===== src/rtl/aes256_key_expand_seq.sv =====
// AES-256 forward key schedule: one 256-bit expansion step per cycle,
// all 15 round keys held in a register file and read back by index.
module aes256_key_expand_seq #(
  parameter int NRK  = 15,
  parameter int IDXW = 4
) (
  input  logic            clk,
  input  logic            rst_n,
  input  logic [0:255]    key_in,
  input  logic            key_valid,
  output logic            key_ready,
  output logic            busy,
  output logic            keys_valid,
  input  logic            rk_rd,
  input  logic [IDXW-1:0] rk_idx,
  output logic [0:127]    rk_out,
  output logic            rk_out_valid,
  output logic            rk_err
);

  localparam logic [0:2047] SBOX = {
    128'h637c777bf26b6fc53001672bfed7ab76,
    128'hca82c97dfa5947f0add4a2af9ca472c0,
    128'hb7fd9326363ff7cc34a5e5f171d83115,
    128'h04c723c31896059a071280e2eb27b275,
    128'h09832c1a1b6e5aa0523bd6b329e32f84,
    128'h53d100ed20fcb15b6acbbe394a4c58cf,
    128'hd0efaafb434d338545f9027f503c9fa8,
    128'h51a3408f929d38f5bcb6da2110fff3d2,
    128'hcd0c13ec5f974417c4a77e3d645d1973,
    128'h60814fdc222a908846eeb814de5e0bdb,
    128'he0323a0a4906245cc2d3ac629195e479,
    128'he7c8376d8dd54ea96c56f4ea657aae08,
    128'hba78252e1ca6b4c6e8dd741f4bbd8b8a,
    128'h703eb5664803f60e613557b986c11d9e,
    128'he1f8981169d98e949b1e87e9ce5528df,
    128'h8ca1890dbfe6426841992d0fb054bb16
  };

  function automatic logic [7:0] sbox(input logic [7:0] a);
    return SBOX[{a, 3'b000} +: 8];
  endfunction

  typedef enum logic [1:0] {
    IDLE   = 2'd0,
    EXPAND = 2'd1,
    READY  = 2'd2
  } state_t;

  state_t state_q, state_d;

  logic [0:255] w_q;
  logic [2:0]   step_q;
  logic [0:127] rk [NRK];

  logic        accept;
  logic        last_step;
  logic        rd_ok;
  logic [7:0]  rcon;
  logic [31:0] w0, w1, w2, w3;
  logic [31:0] w4, w5, w6, w7;
  logic [31:0] rot7;
  logic [31:0] sub_rot;
  logic [31:0] sub_n3;
  logic [31:0] n0, n1, n2, n3;
  logic [31:0] n4, n5, n6, n7;

  assign key_ready  = (state_q != EXPAND);
  assign busy       = (state_q == EXPAND);
  assign keys_valid = (state_q == READY);
  assign accept     = key_valid & key_ready;
  assign last_step  = (step_q == 3'd7);
  assign rd_ok      = keys_valid &&
                      (rk_idx <= IDXW'(NRK - 1));

  assign w0 = w_q[0   +: 32];
  assign w1 = w_q[32  +: 32];
  assign w2 = w_q[64  +: 32];
  assign w3 = w_q[96  +: 32];
  assign w4 = w_q[128 +: 32];
  assign w5 = w_q[160 +: 32];
  assign w6 = w_q[192 +: 32];
  assign w7 = w_q[224 +: 32];

  assign rcon = 8'h01 << (step_q - 3'd1);
  assign rot7 = {w7[23:0], w7[31:24]};

  // Four S-boxes on RotWord(w7), four on n3: eight per step.
  for (genvar g = 0; g < 4; g++) begin : g_sbox
    assign sub_rot[31-8*g -: 8] = sbox(rot7[31-8*g -: 8]);
    assign sub_n3[31-8*g -: 8]  = sbox(n3[31-8*g -: 8]);
  end

  assign n0 = w0 ^ sub_rot ^ {rcon, 24'h0};
  assign n1 = w1 ^ n0;
  assign n2 = w2 ^ n1;
  assign n3 = w3 ^ n2;
  assign n4 = w4 ^ sub_n3;
  assign n5 = w5 ^ n4;
  assign n6 = w6 ^ n5;
  assign n7 = w7 ^ n6;

  always_ff @(posedge clk) begin
    if (!rst_n) state_q <= IDLE;
    else        state_q <= state_d;
  end

  always_comb begin
    state_d = state_q;
    case (state_q)
      IDLE:    if (accept)    state_d = EXPAND;
      EXPAND:  if (last_step) state_d = READY;
      READY:   if (accept)    state_d = EXPAND;
      default:                state_d = IDLE;
    endcase
  end

  always_ff @(posedge clk) begin
    if (!rst_n) begin
      w_q          <= '0;
      step_q       <= '0;
      rk_out       <= '0;
      rk_out_valid <= 1'b0;
      rk_err       <= 1'b0;
      for (int i = 0; i < NRK; i++) rk[i] <= '0;
    end else begin
      if (accept) begin
        rk[0]  <= key_in[0:127];
        rk[1]  <= key_in[128:255];
        w_q    <= key_in;
        step_q <= 3'd1;
      end else if (state_q == EXPAND) begin
        rk[{step_q, 1'b0}] <= {n0, n1, n2, n3};
        // Step 7 only produces RK14; slot 15 does not exist.
        if (!last_step)
          rk[{step_q, 1'b1}] <= {n4, n5, n6, n7};
        w_q    <= {n0, n1, n2, n3, n4, n5, n6, n7};
        step_q <= step_q + 3'd1;
      end
      rk_out_valid <= rk_rd;
      if (rk_rd) begin
        rk_out <= rd_ok ? rk[rk_idx] : '0;
        rk_err <= !rd_ok;
      end
    end
  end

endmodule


===== config.mk =====
export PLATFORM = sky130hd
export DESIGN_NAME = aes256_key_expand_seq
export DESIGN_NICKNAME = d
export VERILOG_FILES = /design/src/rtl/aes256_key_expand_seq.sv
export SDC_FILE = /design/constraint.sdc
export NUM_CORES = 2
export LEC_CHECK = 0
export CORE_UTILIZATION = 30
export DETAILED_ROUTE_END_ITERATION = 10
export PLACE_DENSITY = 0.55
export SYNTH_ARGS = -nofsm -noshare
export SYNTH_HDL_FRONTEND = slang
export SYNTH_SLANG_ARGS = --single-unit

===== constraint.sdc =====
create_clock -name clk -period 19.66 [get_ports clk]
set_input_delay 3.932 -clock clk [delete_from_list [all_inputs] [get_ports clk]]
set_output_delay 3.932 -clock clk [all_outputs]
set_load 0.005 [all_outputs]

**Word level (Yosys, flattened, before mapping)**

Memories as Yosys holds them, arrays and structs flattened.
Cells that the tools add are included.

- Add/sub/neg operators: 2
- Order comparisons: 1
- Equality and inequality tests: 6
- Shift-type cells: 9
- Mux-type cells: 29
- Bitwise logic cells: 21
- Reductions and logical operators: 9

Operators with widths:

| operator | count |
|---|---|
| 2048-bit by 12-bit indexed part select with 2049-bit output (first input constant) | 8 |
| 128-bit two-way mux | 5 |
| 256-bit two-way mux | 2 |
| 32-bit XOR | 9 |
| 128-bit OR reduction | 2 |
| 11-bit NOT with 12-bit output | 8 |
| 1-bit two-way mux | 17 |
| 4-bit two-way mux | 2 |
| 1-bit by 3-bit left shift with 8-bit output (first input constant) | 1 |
| 2-bit by 1-bit != test with 1-bit output (second input constant) | 3 |
| 4-bit <= comparator (second input constant) | 1 |
| 2-bit two-way mux | 2 |
| 2-bit one-hot mux with 2 select lines | 1 |
| 2-bit OR reduction | 2 |
| 3-bit by 1-bit adder with 3-bit output (second input constant) | 1 |
| 3-bit == test (second input constant) | 1 |
| 3-bit by 1-bit subtractor with 3-bit output (second input constant) | 1 |
| 2-bit by 1-bit == test with 1-bit output (second input constant) | 1 |
| 2-bit == test (second input constant) | 1 |
| 2-bit zero test | 1 |
| 1-bit OR | 2 |
| 2-bit AND reduction | 1 |
| 2-bit nonzero test | 1 |
| 1-bit bitwise AND | 1 |
| 3 further kinds | 3 |

- Bits in registers: 391
- Bits in writable memories: 1,920
- Input bits: 264
- Output and inout bits: 133
- Memories: 1

Memory list:

| name | depth | bits a word | read ports | clocked after Yosys merged registers in | write ports | line | text |
|---|---|---|---|---|---|---|---|
| rk | 15 | 128 | 1 | 0 | 15 | 54 | `logic [0:127] rk [NRK];` |

**Logic depth before layout (Yosys ltp)**

- Depth after elaboration: 15
- Depth in mapped cells: 32
- Gate-level depth less buffers: 23

**Worst setup path after synthesis**

OpenSTA, ideal clock, no wires.

- Path kind: input to register
- From: in rst_n
- To: mem rk[15][0] (netlist name), enable pin
- Setup time: 617 ps
- Arrival time: 10,423 ps
- Data required time: 19,043 ps
- Slack: 8,620 ps
- Cell stages on the path: 7
- Cell sequence: clkbuf_1 > nand2_1 > or3_1 > clkbuf_1 > clkbuf_1 > clkbuf_1 > nor2_1

RTL lines:

| what | line | text |
|---|---|---|
| start: declaration | 8 | `input logic rst_n,` |
| end: declaration | 54 |  |

==> metrics.csv <==
stage,metric,value,unit
route,WL/cell,37.1,um
floorplan,DIE AREA,0.462,sq mm
critical_path,Critical R2R Launch,w_q[239],
cells_and_area,most frequent cells in the layout,"2,189 x nor2_1, 2,048 x edfxtp_1, 900 x nand2_1",
global_routing,largest net degree at the start of global routing,149,
critical_path,CP Data Arrival Time,10.68,ns
status,status,"complete, no violations",
clocking,# Post-CTS Setup Buffers,0,
critical_path,CP most frequent cell,buf_4,
clocking,TritonCTS clock tree,built,
min_path,WHS Endpoint,w_q[160],
min_path,depth of the worst hold-timing path,2,
floorplan,Die X,680,um
route,routed vias/inst,6.21,
synthesis,area of the mapped netlist,0.138,sq mm
synthesis,sequential element share of the synthesized area,50.3,%
clocking,CTS Root Cell,clkbuf_16,
synthesis,Netlist cell types,118,
critical_path,reg2reg setup slack,9.55,ns
synthesis,Syn Nets,13088,
critical_path,CP Data Required Time,20.24,ns
sta,fmax,0.0990,GHz
clocking,"CTS clk-pin slew, worst paths",0.06,ns
synthesis,"Avg Cell Area, Syn",10.9,sq um
cells_and_area,share of cells above drive strength 1,14.3,%
global_routing,global-route wire length before repair,949000,um
synthesis,synthesized flop and latch total,2439,
synthesis,Synth Warn #,0,
clocking,Clock Latency Late Sink,0.91,ns
placement,routability cong.,1.04,
run,maxcap violations,0,
sta,Relative slew margins,6.96,%
critical_path,Crit Path Max Fanout,35,
route,drt first pass iters,7,
critical_path,Worst Path Buf+Inv,6,
sta,TNS Setup,0,ns
critical_path,worst path cell trace,buf_4 -> inv_1 -> ha_1 -> and3b_1 -> a2111oi_0 -> o31ai_1 -> a211oi_1 -> a211oi_1 -> or4_1 -> nand2_1 -> buf_4 -> clkinv_1 -> buf_4 -> ha_1 -> inv_1 -> nand3_1 -> a21oi_1 -> nor3_1 -> o41ai_1 -> o311ai_0 -> o21a_1 -> xnor2_2 -> xor2_1 -> o21ai_0,
floorplan,core area,0.457,sq mm
route,drt first-iter violations,19911,
critical_path,"Slowest-stage cell, CP",xor2_1,
critical_path,"slowest stage delay, CP",1.02,ns
floorplan,Row Count,248,
sta,RSZ-0062 raised after global routing,no,
floorplan,I/O pins,397,
route,vias,117602,
critical_path,Crit Path Category,reg -> reg,
floorplan,Die Y,680,um
sta,"Setup violations, final",0,
clocking,total clock buffers created by CTS,267,
min_path,Worst Hold Class,reg -> reg,
placement,Port Buffers,396,
sta,fin crit share,51.4,%
critical_path,CP startpoint kind,register,
cells_and_area,"commonest non-fill, non-tap cell in the layout",nor2_1,
route,Antenna Nets Post-Route,0,
route,DRC errors left,0,
sta,Least-Margin Pin Slew,1.39,ns
clocking,# hold bufs at CTS,0,
clocking,clk sinks,2439,
critical_path,crit end category,register,
global_routing,initial antenna violation count,71,
placement,hpwl dp,466000,um
min_path,Hold Crit Start,w_q[160],
global_routing,Overall Global Routing Usage,29.2,%
sta,min cycle time layout,10.11,ns
clocking,H-tree depth,5,
route,total wire length,703000,um
sta,Final Hold Fails,0,
global_routing,vias in the first global route,109766,
clocking,CTS resizes,0,
synthesis,ys flop type,edfxtp_1,
floorplan,Starting Density,30.2,%
critical_path,"delay-heaviest family, CP",compound AO/OA/AOI/OAI gates,
clocking,Longest Clk Path Bufs,4,
sta,skew final,0.0959,ns
synthesis,"EDFF count, synth",2048,
cells_and_area,Fill cells,45732,
critical_path,Reg-to-Reg End,rk[1][25],
global_routing,grt ovf,0,
synthesis,Synth Instances,12700,
cells_and_area,nets,12927,
cells_and_area,Area Growth Syn to Fin,14.0,%
critical_path,Register-to-Register Path Depth,24,
sta,"Slew Viols, Final",0,
synthesis,asr flop ratio synth,0,%
Yosys cell counts, types with 40 or more instances:
cell | number | area share (%)
o221ai_1 | 72 | 0.46
mux2i_1 | 134 | 0.97
nor3b_1 | 43 | 0.23
a21oi_1 | 603 | 2.2
a31oi_1 | 155 | 0.70
nor2_1 | 2196 | 6.0
a311oi_1 | 96 | 0.61
ha_1 | 124 | 1.1
dfxtp_1 | 391 | 5.7
o211ai_1 | 127 | 0.69
buf_2 | 289 | 1.0
o21ai_0 | 644 | 2.3
a211oi_1 | 141 | 0.77
nand2_1 | 917 | 2.5
o22ai_1 | 40 | 0.18
nand2b_1 | 382 | 1.7
o31ai_1 | 61 | 0.33
nand3_1 | 208 | 0.76
buf_1 | 113 | 0.31
mux4_2 | 680 | 11
inv_1 | 203 | 0.55
a221oi_1 | 148 | 0.94
xor2_1 | 145 | 0.92
or3_1 | 94 | 0.43
and2_1 | 43 | 0.20
or2_2 | 42 | 0.19
edfxtp_1 | 2048 | 45
buf_4 | 56 | 0.31
xnor2_1 | 221 | 1.4
and3_1 | 84 | 0.38
clkbuf_1 | 807 | 2.2
o2111ai_1 | 44 | 0.28
nor3_1 | 303 | 1.1
o311ai_0 | 70 | 0.44
a21o_1 | 56 | 0.31
nor2b_1 | 103 | 0.47
sequential cells by signal (all words and copies together), names as in the netlist:
name,count
rk_err,1
rk,2048
step_q,3
w_q,256
rk_out,128
rk_out_valid,1
state_q,2
routing by layer:
| metal | up-vias | global-route usage (%) | share of wire [%] |
|---|---|---|---|
| met2 | 8810 | 44.0 | 43 |
| met4 | 42 | 21.1 | 8.8 |
| met5 | - | 0 | 0.040 |
| met1 | 59780 | 36.7 | 36 |
| li1 | 47142 | - | - |
| met3 | 1828 | 6.87 | 12 |
per-stage QoR:
| stage | hold WS, ns | cell area (sq um) | util, % | std cells | worst slack, ns |
|---|---|---|---|---|---|
| 6_report | 0.467 | 157000 | 34.4 | 18929 | 9.55 |
| 5_1_grt | 0.477 | 157000 | 34.4 | 18914 | 9.48 |
| 4_1_cts | 0.460 | 157000 | 34.4 | 18871 | 9.91 |
| 3_5_place_dp | 0.453 | 149000 | 32.5 | 18395 | 9.92 |
| 3_3_place_gp | 0.442 | 149000 | 32.5 | 18395 | 10.08 |
| 2_1_floorplan | 0.432 | 138000 | - | 12700 | 8.62 |
worst reg2reg max path, cell delays in order (launching register included):
cell and delay, ns:
dfxtp_1 0.31, buf_4 0.38, inv_1 0.44, ha_1 0.77, and3b_1 0.35, a2111oi_0 0.63, o31ai_1 0.14, a211oi_1 0.45
a211oi_1 0.14, or4_1 0.57, nand2_1 0.11, buf_4 0.33, clkinv_1 0.30, buf_4 0.32, ha_1 0.41, inv_1 0.16
nand3_1 0.44, a21oi_1 0.34, nor3_1 0.08, o41ai_1 0.52, o311ai_0 0.42, o21a_1 0.36, xnor2_2 0.58, xor2_1 1.02
o21ai_0 0.24
cell families after synthesis:
logic type	Yosys count	synth area share [%]
simple gates	4560	14.7
mux	847	12.4
flops	2439	50.3
fa+ha+maj	125	1.13
buf+inv	1511	4.58
xor+xnor	418	3.08
compound gates	2800	13.8
worst max path at each step:
| stage | start | end | cells past startpoint |
|---|---|---|---|
| 2_1_floorplan | rst_n | rk[15][0] | 7 |
| 3_3_place_gp | w_q[230] | rk[1][0] | 25 |
| 3_5_place_dp | w_q[230] | rk[1][0] | 25 |
| 4_1_cts | w_q[230] | rk[1][0] | 25 |
| 5_1_grt | w_q[239] | rk[1][25] | 24 |
| 6_report | w_q[239] | rk[1][25] | 24 |
layout make-up:
type / count / area (sq um) / area share (%)
Sequential cell: 2439 / 69400 / 44.1
Multi-Input combinational cell: 8750 / 63000 / 40.1
Clock inverter: 116 / 1170 / 0.744
Inverter: 237 / 906 / 0.576
Antenna cell: 58 / 145 / 0.0924
Timing Repair Buffer: 844 / 7550 / 4.80
Clock buffer: 360 / 7330 / 4.66
Tap cell: 6125 / 7660 / 4.88
Power is left out: the tool's default activity adds up to more than one toggle a clock period on the data nets, which glitch-free logic cannot reach.
